--- src/rtl/alu_defs.sv ---
// Shared ALU definitions: R-type function codes, flag encodings and the
// multi-cycle sequencer state type.
package alu_defs;

    localparam logic [5:0] FUNC_DIV = 6'b000001;
    localparam logic [5:0] FUNC_MUL = 6'b000010;
    localparam logic [5:0] FUNC_ADD = 6'b100000;
    localparam logic [5:0] FUNC_SUB = 6'b100010;
    localparam logic [5:0] FUNC_AND = 6'b100100;
    localparam logic [5:0] FUNC_OR  = 6'b100101;
    localparam logic [5:0] FUNC_NOT = 6'b100111;
    localparam logic [5:0] FUNC_CMP = 6'b101010;

    localparam logic [2:0] FLAG_NONE      = 3'b000;
    localparam logic [2:0] FLAG_EQUAL     = 3'b001;
    localparam logic [2:0] FLAG_EXCEPTION = 3'b010;
    localparam logic [2:0] FLAG_OVERFLOW  = 3'b011;
    localparam logic [2:0] FLAG_UNDERFLOW = 3'b100;
    localparam logic [2:0] FLAG_ABOVE     = 3'b101;

    typedef enum logic [1:0] {
        ST_IDLE    = 2'd0,
        ST_MUL_RUN = 2'd1,
        ST_DIV_RUN = 2'd2,
        ST_DONE    = 2'd3
    } state_t;

endpackage

--- src/rtl/muldiv_datapath.sv ---
// Shared accumulator datapath: shift-add multiply and restoring divide, one bit
// per step. The accumulator holds {hi, lo} = {product high, low} or {rem, quot}.
module muldiv_datapath #(
    parameter int WIDTH = 32
) (
    input  logic                 clock,
    input  logic                 reset,
    input  logic                 load,
    input  logic                 step,
    input  logic                 is_div,
    input  logic [WIDTH-1:0]     data_a,
    input  logic [WIDTH-1:0]     data_b,
    output logic [2*WIDTH-1:0]   prod_next,
    output logic [WIDTH-1:0]     quot_next
);

    logic [2*WIDTH-1:0] acc;
    logic [WIDTH-1:0]   op_a;
    logic [WIDTH-1:0]   op_b;
    logic [WIDTH:0]     mul_sum;
    logic [WIDTH:0]     rem_shift;
    logic [WIDTH-1:0]   rem_next;

    // NOTE: every always_comb output gets a default first so no path can infer a latch.
    always_comb begin
        mul_sum   = {1'b0, acc[2*WIDTH-1:WIDTH]} + (op_b[0] ? {1'b0, op_a} : '0);
        prod_next = {mul_sum, acc[WIDTH-1:1]};
        // Remainder is one bit wider after the shift so the compare never wraps.
        rem_shift = {acc[2*WIDTH-1:WIDTH], acc[WIDTH-1]};
        rem_next  = rem_shift[WIDTH-1:0];
        quot_next = {acc[WIDTH-2:0], 1'b0};
        if (rem_shift >= {1'b0, op_b}) begin
            rem_next  = WIDTH'(rem_shift - {1'b0, op_b});
            quot_next = {acc[WIDTH-2:0], 1'b1};
        end
    end

    // NOTE: sequential state uses non-blocking assignments only, so every
    // register samples pre-edge values regardless of statement order.
    always_ff @(posedge clock or negedge reset) begin
        if (!reset) begin
            acc  <= '0;
            op_a <= '0;
            op_b <= '0;
        end else if (load) begin
            acc  <= is_div ? {{WIDTH{1'b0}}, data_a} : '0;
            op_a <= data_a;
            op_b <= data_b;
        end else if (step) begin
            if (is_div) begin
                acc <= {rem_next, quot_next};
            end else begin
                acc  <= prod_next;
                op_b <= op_b >> 1;
            end
        end
    end

endmodule

--- src/rtl/ex_muldiv_ctrl.sv ---
// EX-stage multiply/divide sequencer: FSM, iteration counter, pipeline stall
// and registered result/flag around the shared muldiv datapath.
module ex_muldiv_ctrl
    import alu_defs::*;
#(
    parameter int WIDTH = 32,
    parameter int CNT_W = 5
) (
    input  logic             clock,
    input  logic             reset,
    input  logic             start,
    input  logic [5:0]       func,
    input  logic [WIDTH-1:0] data_a,
    input  logic [WIDTH-1:0] data_b,
    input  logic             flush,
    output logic             stall,
    output logic             busy,
    output logic             done,
    output logic [WIDTH-1:0] result,
    output logic [2:0]       flag
);

    state_t               state;
    state_t               next_state;
    logic [CNT_W-1:0]     cnt;
    logic                 accept;
    logic                 load;
    logic                 step;
    logic                 is_div;
    logic                 div_zero;
    logic                 finish_mul;
    logic                 finish_div;
    logic [2*WIDTH-1:0]   prod_next;
    logic [WIDTH-1:0]     quot_next;

    muldiv_datapath #(.WIDTH(WIDTH)) u_datapath (
        .clock     (clock),
        .reset     (reset),
        .load      (load),
        .step      (step),
        .is_div    (is_div),
        .data_a    (data_a),
        .data_b    (data_b),
        .prod_next (prod_next),
        .quot_next (quot_next)
    );

    always_comb begin
        // Gating with reset keeps stall low for the whole time reset is held.
        accept     = reset && (state == ST_IDLE) && start && !flush &&
                     (func == FUNC_MUL || func == FUNC_DIV);
        div_zero   = (data_b == '0);
        next_state = state;
        load       = 1'b0;
        step       = 1'b0;
        is_div     = 1'b0;
        case (state)
            ST_IDLE: begin
                if (accept) begin
                    load   = 1'b1;
                    is_div = (func == FUNC_DIV);
                    if (func == FUNC_MUL) next_state = ST_MUL_RUN;
                    else if (div_zero)    next_state = ST_DONE;
                    else                  next_state = ST_DIV_RUN;
                end
            end
            ST_MUL_RUN, ST_DIV_RUN: begin
                step   = !flush;
                is_div = (state == ST_DIV_RUN);
                if (flush)             next_state = ST_IDLE;
                else if (cnt == '0)    next_state = ST_DONE;
            end
            default: next_state = ST_IDLE;
        endcase
        finish_mul = (state == ST_MUL_RUN) && (next_state == ST_DONE);
        finish_div = (state == ST_DIV_RUN) && (next_state == ST_DONE);
        stall      = accept || (state == ST_MUL_RUN) || (state == ST_DIV_RUN);
        busy       = (state != ST_IDLE);
        done       = (state == ST_DONE);
    end

    always_ff @(posedge clock or negedge reset) begin
        if (!reset) state <= ST_IDLE;
        else        state <= next_state;
    end

    always_ff @(posedge clock or negedge reset) begin
        if (!reset) begin
            cnt    <= '0;
            result <= '0;
            flag   <= FLAG_NONE;
        end else begin
            if (load)      cnt <= CNT_W'(WIDTH - 1);
            else if (step) cnt <= cnt - CNT_W'(1);

            if (load && is_div && div_zero) begin
                result <= '1;
                flag   <= FLAG_EXCEPTION;
            end else if (finish_mul) begin
                result <= prod_next[WIDTH-1:0];
                flag   <= (prod_next[2*WIDTH-1:WIDTH] != '0) ? FLAG_OVERFLOW : FLAG_NONE;
            end else if (finish_div) begin
                result <= quot_next;
                flag   <= FLAG_NONE;
            end
        end
    end

endmodule

--- config.mk ---
export PLATFORM = sky130hd
export DESIGN_NAME = ex_muldiv_ctrl
export DESIGN_NICKNAME = d
export VERILOG_FILES = /design/src/rtl/alu_defs.sv /design/src/rtl/muldiv_datapath.sv /design/src/rtl/ex_muldiv_ctrl.sv
export SDC_FILE = /design/constraint.sdc
export NUM_CORES = 1
export LEC_CHECK = 0
export BUFFER_PORTS_ARGS = -buffer_cell sky130_fd_sc_hd__buf_4
export CELL_PAD_IN_SITES_DETAIL_PLACEMENT = 1
export CELL_PAD_IN_SITES_GLOBAL_PLACEMENT = 2
export CORE_ASPECT_RATIO = 1.1
export CORE_UTILIZATION = 30
export CTS_CLUSTER_SIZE = 14
export DETAILED_ROUTE_END_ITERATION = 10
export HOLD_SLACK_MARGIN = 0.1
export PLACE_DENSITY = 0.8
export SKIP_CTS_REPAIR_TIMING = 1
export SYNTH_ARGS = -nofsm -noshare
export SYNTH_HDL_FRONTEND = slang
export SYNTH_SLANG_ARGS = --single-unit
--- constraint.sdc ---
create_clock -name clock -period 4.4 [get_ports clock]
set_input_delay 0.66 -clock clock [delete_from_list [all_inputs] [get_ports clock]]
set_output_delay 0.66 -clock clock [all_outputs]
set_load 0.03 [all_outputs]
Yosys cells after proc, flatten, opt, wreduce, memory -nomap -nowiden

Index checks and enable logic that the tools add are counted.

Bits in registers: 170

Add/subtract/negate cells: 3
Order comparisons: 1
Equality and inequality tests: 7
Multiplexer cells: 30
Reductions and logical operators: 21

Operators by type and width:

| cell                                                 | count |
|---|---|
| 2-to-1 mux 32 bit                                    | 9 |
| 2-to-1 mux 64 bit                                    | 3 |
| adder 32 x 32 -> 33 bit                              | 1 |
| >= comparator 33 x 32 -> 1 bit                       | 1 |
| zero test 32 bit                                     | 1 |
| nonzero test 32 bit                                  | 1 |
| subtractor 32 bit                                    | 1 |
| 2-to-1 mux 2 bit                                     | 5 |
| 2-to-1 mux 5 bit                                     | 2 |
| 2-to-1 mux 3 bit                                     | 3 |
| logical AND 1 bit                                    | 8 |
| equality test 2 bit (second input constant)          | 3 |
| equality test 6 x 1 -> 1 bit (second input constant) | 1 |
| equality test 6 x 2 -> 1 bit (second input constant) | 1 |
| 2-to-1 mux 1 bit                                     | 6 |
| zero test 5 bit                                      | 1 |
| subtractor 5 x 1 -> 5 bit (second input constant)    | 1 |
| case mux 2 bit (2 select lines)                      | 1 |
| nonzero test 2 bit                                   | 2 |
| logical OR 1 bit                                     | 3 |
| nonzero test 3 bit                                   | 1 |
| equality test 2 x 1 -> 1 bit (second input constant) | 1 |
| zero test 2 bit                                      | 1 |
| inequality test 2 bit (second input constant)        | 1 |
| 4 further kinds                                      | 4 |

Longest topological paths before layout

Depth after elaboration: 12
Gate-level depth with buffers: 15

By module

A second synthesis with hierarchy kept.

Cells, all modules: 1557
Area total of the unflattened synthesis: 13200.2 um^2

Modules (own cells, without submodules):

| module          | instances | cells an instance | area an instance (um^2) | sequential area each (um^2) |
|---|---|---|---|---|
| muldiv_datapath | 1         | 1282              | 10535.1                 | 3203.1 |
| ex_muldiv_ctrl  | 1         | 275               | 2665.1                  | 1026.0 |

Worst setup path after synthesis

No wires, ideal clock.

Kind: register to register
Start: register u_datapath.op_b[0]
End: register flag[1]
Arrival time: 3.819 ns
Required time: 4.258 ns
Slack: 0.439 ns
Cell stages (with the launch flop): 16
Buffers on the path: 1
Clock period less this slack: 3.961 ns
Path through: dfrtp_1 -> clkbuf_1 -> and2_1 -> ha_1 -> inv_1 -> fa_1 -> nand2b_1 -> a21oi_1 -> o31a_1 -> a21oi_1 -> a2111oi_0 -> o22ai_1 -> xnor2_1 -> or4_1 -> o41ai_2 -> nand3_1

Cells in the longest elaborated chain, start to end: 6

Ends and longest elaborated chain:

| what                    | line                  | text |
|---|---|---|
| start, declared         | muldiv_datapath.sv:19 | `logic [WIDTH-1:0] op_b;` |
| start signal, assigned  | muldiv_datapath.sv:48 | `op_b <= data_b;` |
| start signal, assigned  | muldiv_datapath.sv:54 | `op_b <= op_b >> 1;` |
| 2-to-1 mux 32 bit       | muldiv_datapath.sv:26 | `mul_sum = {1'b0, acc[2*WIDTH-1:WIDTH]} + (op_b[0] ? {1'b0, op_a} : '0);` |
| adder 32 x 32 -> 33 bit | muldiv_datapath.sv:26 |  |
| nonzero test 32 bit     | ex_muldiv_ctrl.sv:101 | `flag <= (prod_next[2*WIDTH-1:WIDTH] != '0) ? FLAG_OVERFLOW : FLAG_NONE;` |
| 2-to-1 mux 2 bit        | ex_muldiv_ctrl.sv:101 |  |
| 2-to-1 mux 3 bit        | ex_muldiv_ctrl.sv:99  | `end else if (finish_mul) begin` |
| 2-to-1 mux 3 bit        | ex_muldiv_ctrl.sv:96  | `if (load && is_div && div_zero) begin` |
| end signal, assigned    | ex_muldiv_ctrl.sv:101 |  |
| end, declared           | ex_muldiv_ctrl.sv:20  | `output logic [2:0] flag` |

No other way between the ends.
A chain may end at the register's enable or synchronous reset.

Final worst setup path

Same ends and word-level chain as after synthesis.

==> flow_metrics.env <==
export IMPL_outcome="finished, final reports clean"
export IMPL_report_final_slew_viol_count=0
export IMPL_synth_enable_flop_cells=0
export IMPL_synth_sequential_area_ratio_pct=34.0
export IMPL_grt_pass1_wl_um=69800
export IMPL_critical_path_max_stage_delay_ps=530
export IMPL_timing_max_slew_rel_slack_pct=30.4
export IMPL_vias=11832
export IMPL_overflow=0
export IMPL_die_height_um=215
export IMPL_max_cap_violations=0
export IMPL_ir_worst_vdd_v=0.000335
export IMPL_fp_dieW_um=196
export IMPL_area_delta_synth_final_pct=17.4
export IMPL_netlist_cell_type_count=76
export IMPL_synth_net_count=1698
export IMPL_initial_core_util_pct=30.7
export IMPL_setup_worst_path_class="register to register"
export IMPL_buffer_ports_inserted=110
export IMPL_post_dp_hpwl_um=32700
export IMPL_cp_startpoint="u_datapath.op_b[0]"
export IMPL_global_route_usage_total_pct=21.0
export IMPL_placement_setup_worst_slack_ps=27.9
export IMPL_worst_endpoint_required_ps=4730
export IMPL_worst_r2r_start="u_datapath.op_b[0]"
export IMPL_timing_final_crit_share_pct=96.6
export IMPL_regToRegSetupSlack_ps=150
export IMPL_hold_viol=0
export IMPL_drtIter0Drc=641
export IMPL_routed_wire_length_per_instance_um=20.2
export IMPL_placement_cell_area_mm2=0.0139
export IMPL_pwr_density_cell_mw_per_mm2=708
export IMPL_ys_top_cells_by_area="sky130_fd_sc_hd__dfrtp_1, sky130_fd_sc_hd__nand2_1, sky130_fd_sc_hd__a21oi_1"
export IMPL_critical_path_top_delay_family="simple AND/OR/NAND/NOR gates"
export IMPL_netlist_area_leader_share_pct=34.0
export IMPL_max_clock_freq_ghz=0.235
export IMPL_crit_path_end_kind="register"
export IMPL_path_cells="buf_4 -> and2_1 -> ha_1 -> a21oi_2 -> nor2b_2 -> or4_4 -> a2111oi_4 -> nand3_1 -> nor4_2 -> or4b_4 -> or4_4 -> o41ai_4 -> nand3_1"
export IMPL_cp_data_arrival_time_ps=4570
export IMPL_post_synth_top_area_cell="sky130_fd_sc_hd__dfrtp_1"
export IMPL_stdcell_area_mm2=0.0146
export IMPL_synth_warning_count=0
export IMPL_route_detailed_vias_per_inst=5.50
export IMPL_antenna_found_initial=2
export IMPL_post_route_min_period_ps=4250
export IMPL_static_leakage_power_nw=6.56
export IMPL_timing_worst_slew_pin_value_ps=1040
export IMPL_timing_reg2reg_worst_path_depth=13
export IMPL_globalplace_congestion=0.877
export IMPL_worst_skew_pair_later_pin_latency_ps=460
export IMPL_cts_inserted_buffers=17
export IMPL_timing_final_ws_setup_ps=151
export IMPL_postSynth_asyncResetShare_pct=100
export IMPL_row_count=77
export IMPL_top_level_ports=112
export IMPL_drive_gt1_share_pct=13.8
export IMPL_setup_viol=0
export IMPL_clock_sink_count=169
export IMPL_worstHoldPathType="input port to async pin"
export IMPL_path_clk_slew_ps=70
export IMPL_holdWs_ps=397
export IMPL_antenna_left=0
export IMPL_timing_critical_path_from_type="register"
export IMPL_drt_pass_1_iters=5
export IMPL_dieArea_mm2=0.0422
export IMPL_finalNetCount=1770
export IMPL_synth_seq_cells=169
export IMPL_via_count_of_the_first_global_routing_pass=12163
export IMPL_instance_count_on_the_critical_path=13
export IMPL_postRouteWirelength_um=43400
export IMPL_cpMaxStageDelayCell="sky130_fd_sc_hd__or4_4"
export IMPL_remaining_drc_errors=0
export IMPL_pin_count_of_the_biggest_net_entering_global_routing=170
export IMPL_cp_endpoint="flag[1]"
export IMPL_synthCells=1553
export IMPL_syn_area_mm2=0.0124
export IMPL_crit_buf_inv=1
export IMPL_cts_root_buffer_cell="sky130_fd_sc_hd__clkbuf_16"
export IMPL_synth_flop_cell="sky130_fd_sc_hd__dfrtp_1"
export IMPL_fp_coreArea_mm2=0.0405
export IMPL_clock_skew_ps=13.7
export IMPL_cts_max_path_buffers=2
export IMPL_syn_avg_cell_area_um2=8.00
export IMPL_tritoncts_clock_tree="yes"
export IMPL_path_max_fanout=20
export IMPL_ctsHtreeMaxLevel=4
export IMPL_leading_cell_type_in_the_layout_fill_and_taps_excluded="sky130_fd_sc_hd__nand2_1"
export IMPL_layout_common_cells="sky130_fd_sc_hd__nand2_1, sky130_fd_sc_hd__a21oi_1, sky130_fd_sc_hd__dfrtp_1"
export IMPL_r2r_end="flag[1]"
==> synthesized netlist by cell type, types with 27 or more instances <==
| master | n |
|---|---|
| sky130_fd_sc_hd__nand2_1 | 289 |
| sky130_fd_sc_hd__a21oi_1 | 189 |
| sky130_fd_sc_hd__dfrtp_1 | 169 |
| sky130_fd_sc_hd__nor2_1 | 107 |
| sky130_fd_sc_hd__o21ai_0 | 86 |
| sky130_fd_sc_hd__clkbuf_1 | 81 |
| sky130_fd_sc_hd__mux2i_1 | 70 |
| sky130_fd_sc_hd__ha_1 | 69 |
| sky130_fd_sc_hd__inv_1 | 64 |
| sky130_fd_sc_hd__o211ai_1 | 49 |
| sky130_fd_sc_hd__and2_1 | 36 |
| sky130_fd_sc_hd__xnor2_1 | 31 |
| sky130_fd_sc_hd__a21o_1 | 27 |
==> power by group <==
part / switching, mW / internal (mW) / total [mW]
Combinational: 3.67 / 2.32 / 6.00
Clock: 0.772 / 0.765 / 1.54
Sequential: 0.694 / 2.09 / 2.79
Total: 5.14 / 5.18 / 10.3
==> stage by stage <==
stage | utilization [%] | TNS [ps] | power (mW) | std cells
after floorplan | - | 0 | 6.72 | 1553
after global placement | 34.3 | 0 | 8.60 | 2119
after detailed placement | 34.3 | 0 | 8.72 | 2119
after CTS | 35.7 | 0 | 10.3 | 2151
after global routing | 36.0 | -7.99 | 11.1 | 2151
final | 36.0 | 0 | 10.3 | 2152
==> routing by layer <==
metal | GRT usage [%] | up-vias | wire, µm
met5 | 0 | - | 0
met4 | 6.61 | 0 | 1070
met3 | 2.23 | 46 | 998
met2 | 35.0 | 189 | 20900
met1 | 28.4 | 5929 | 20500
li1 | - | 5668 | -
==> worst min-delay path by stage <==
stage                           to           startpoint  slack, ps  cells after the start
2_1_floorplan               cnt[0]                reset        360                      0
3_3_place_gp    u_datapath.op_a[2]   u_datapath.op_a[2]        450                      2
3_5_place_dp   u_datapath.op_a[25]  u_datapath.op_a[25]        460                      2
4_1_cts        u_datapath.op_a[31]           data_a[31]        400                      3
5_1_grt        u_datapath.op_a[18]           data_a[18]        420                      3
6_report                  state[1]                reset        400                      2
==> registers in the layout, summed over array words and instances, names as in the netlist <==
register / cells
flag: 2
cnt: 5
state: 2
u_datapath.op_b: 32
result: 32
u_datapath.op_a: 32
u_datapath.acc: 64
==> layout make-up <==
type	instances	area, µm²
Clock inverter	14	131
Sequential cell	169	4230
Antenna cell	1	2.50
Fill cell	4864	25900
Timing Repair Buffer	145	1130
Clock buffer	18	439
Multi-Input combinational cell	1228	7770
Inverter	64	240
Tap cell	513	642
==> cell families after synthesis <==
family          share of synthesized area, %
flops                                   34.0
mux                                     5.91
fa+ha+maj                               7.27
xor+xnor                                3.67
buf+inv                                 4.85
compound gates                          24.6
simple gates                            19.6
other cells                           0.0302
Power figures use the tool's default switching activity.
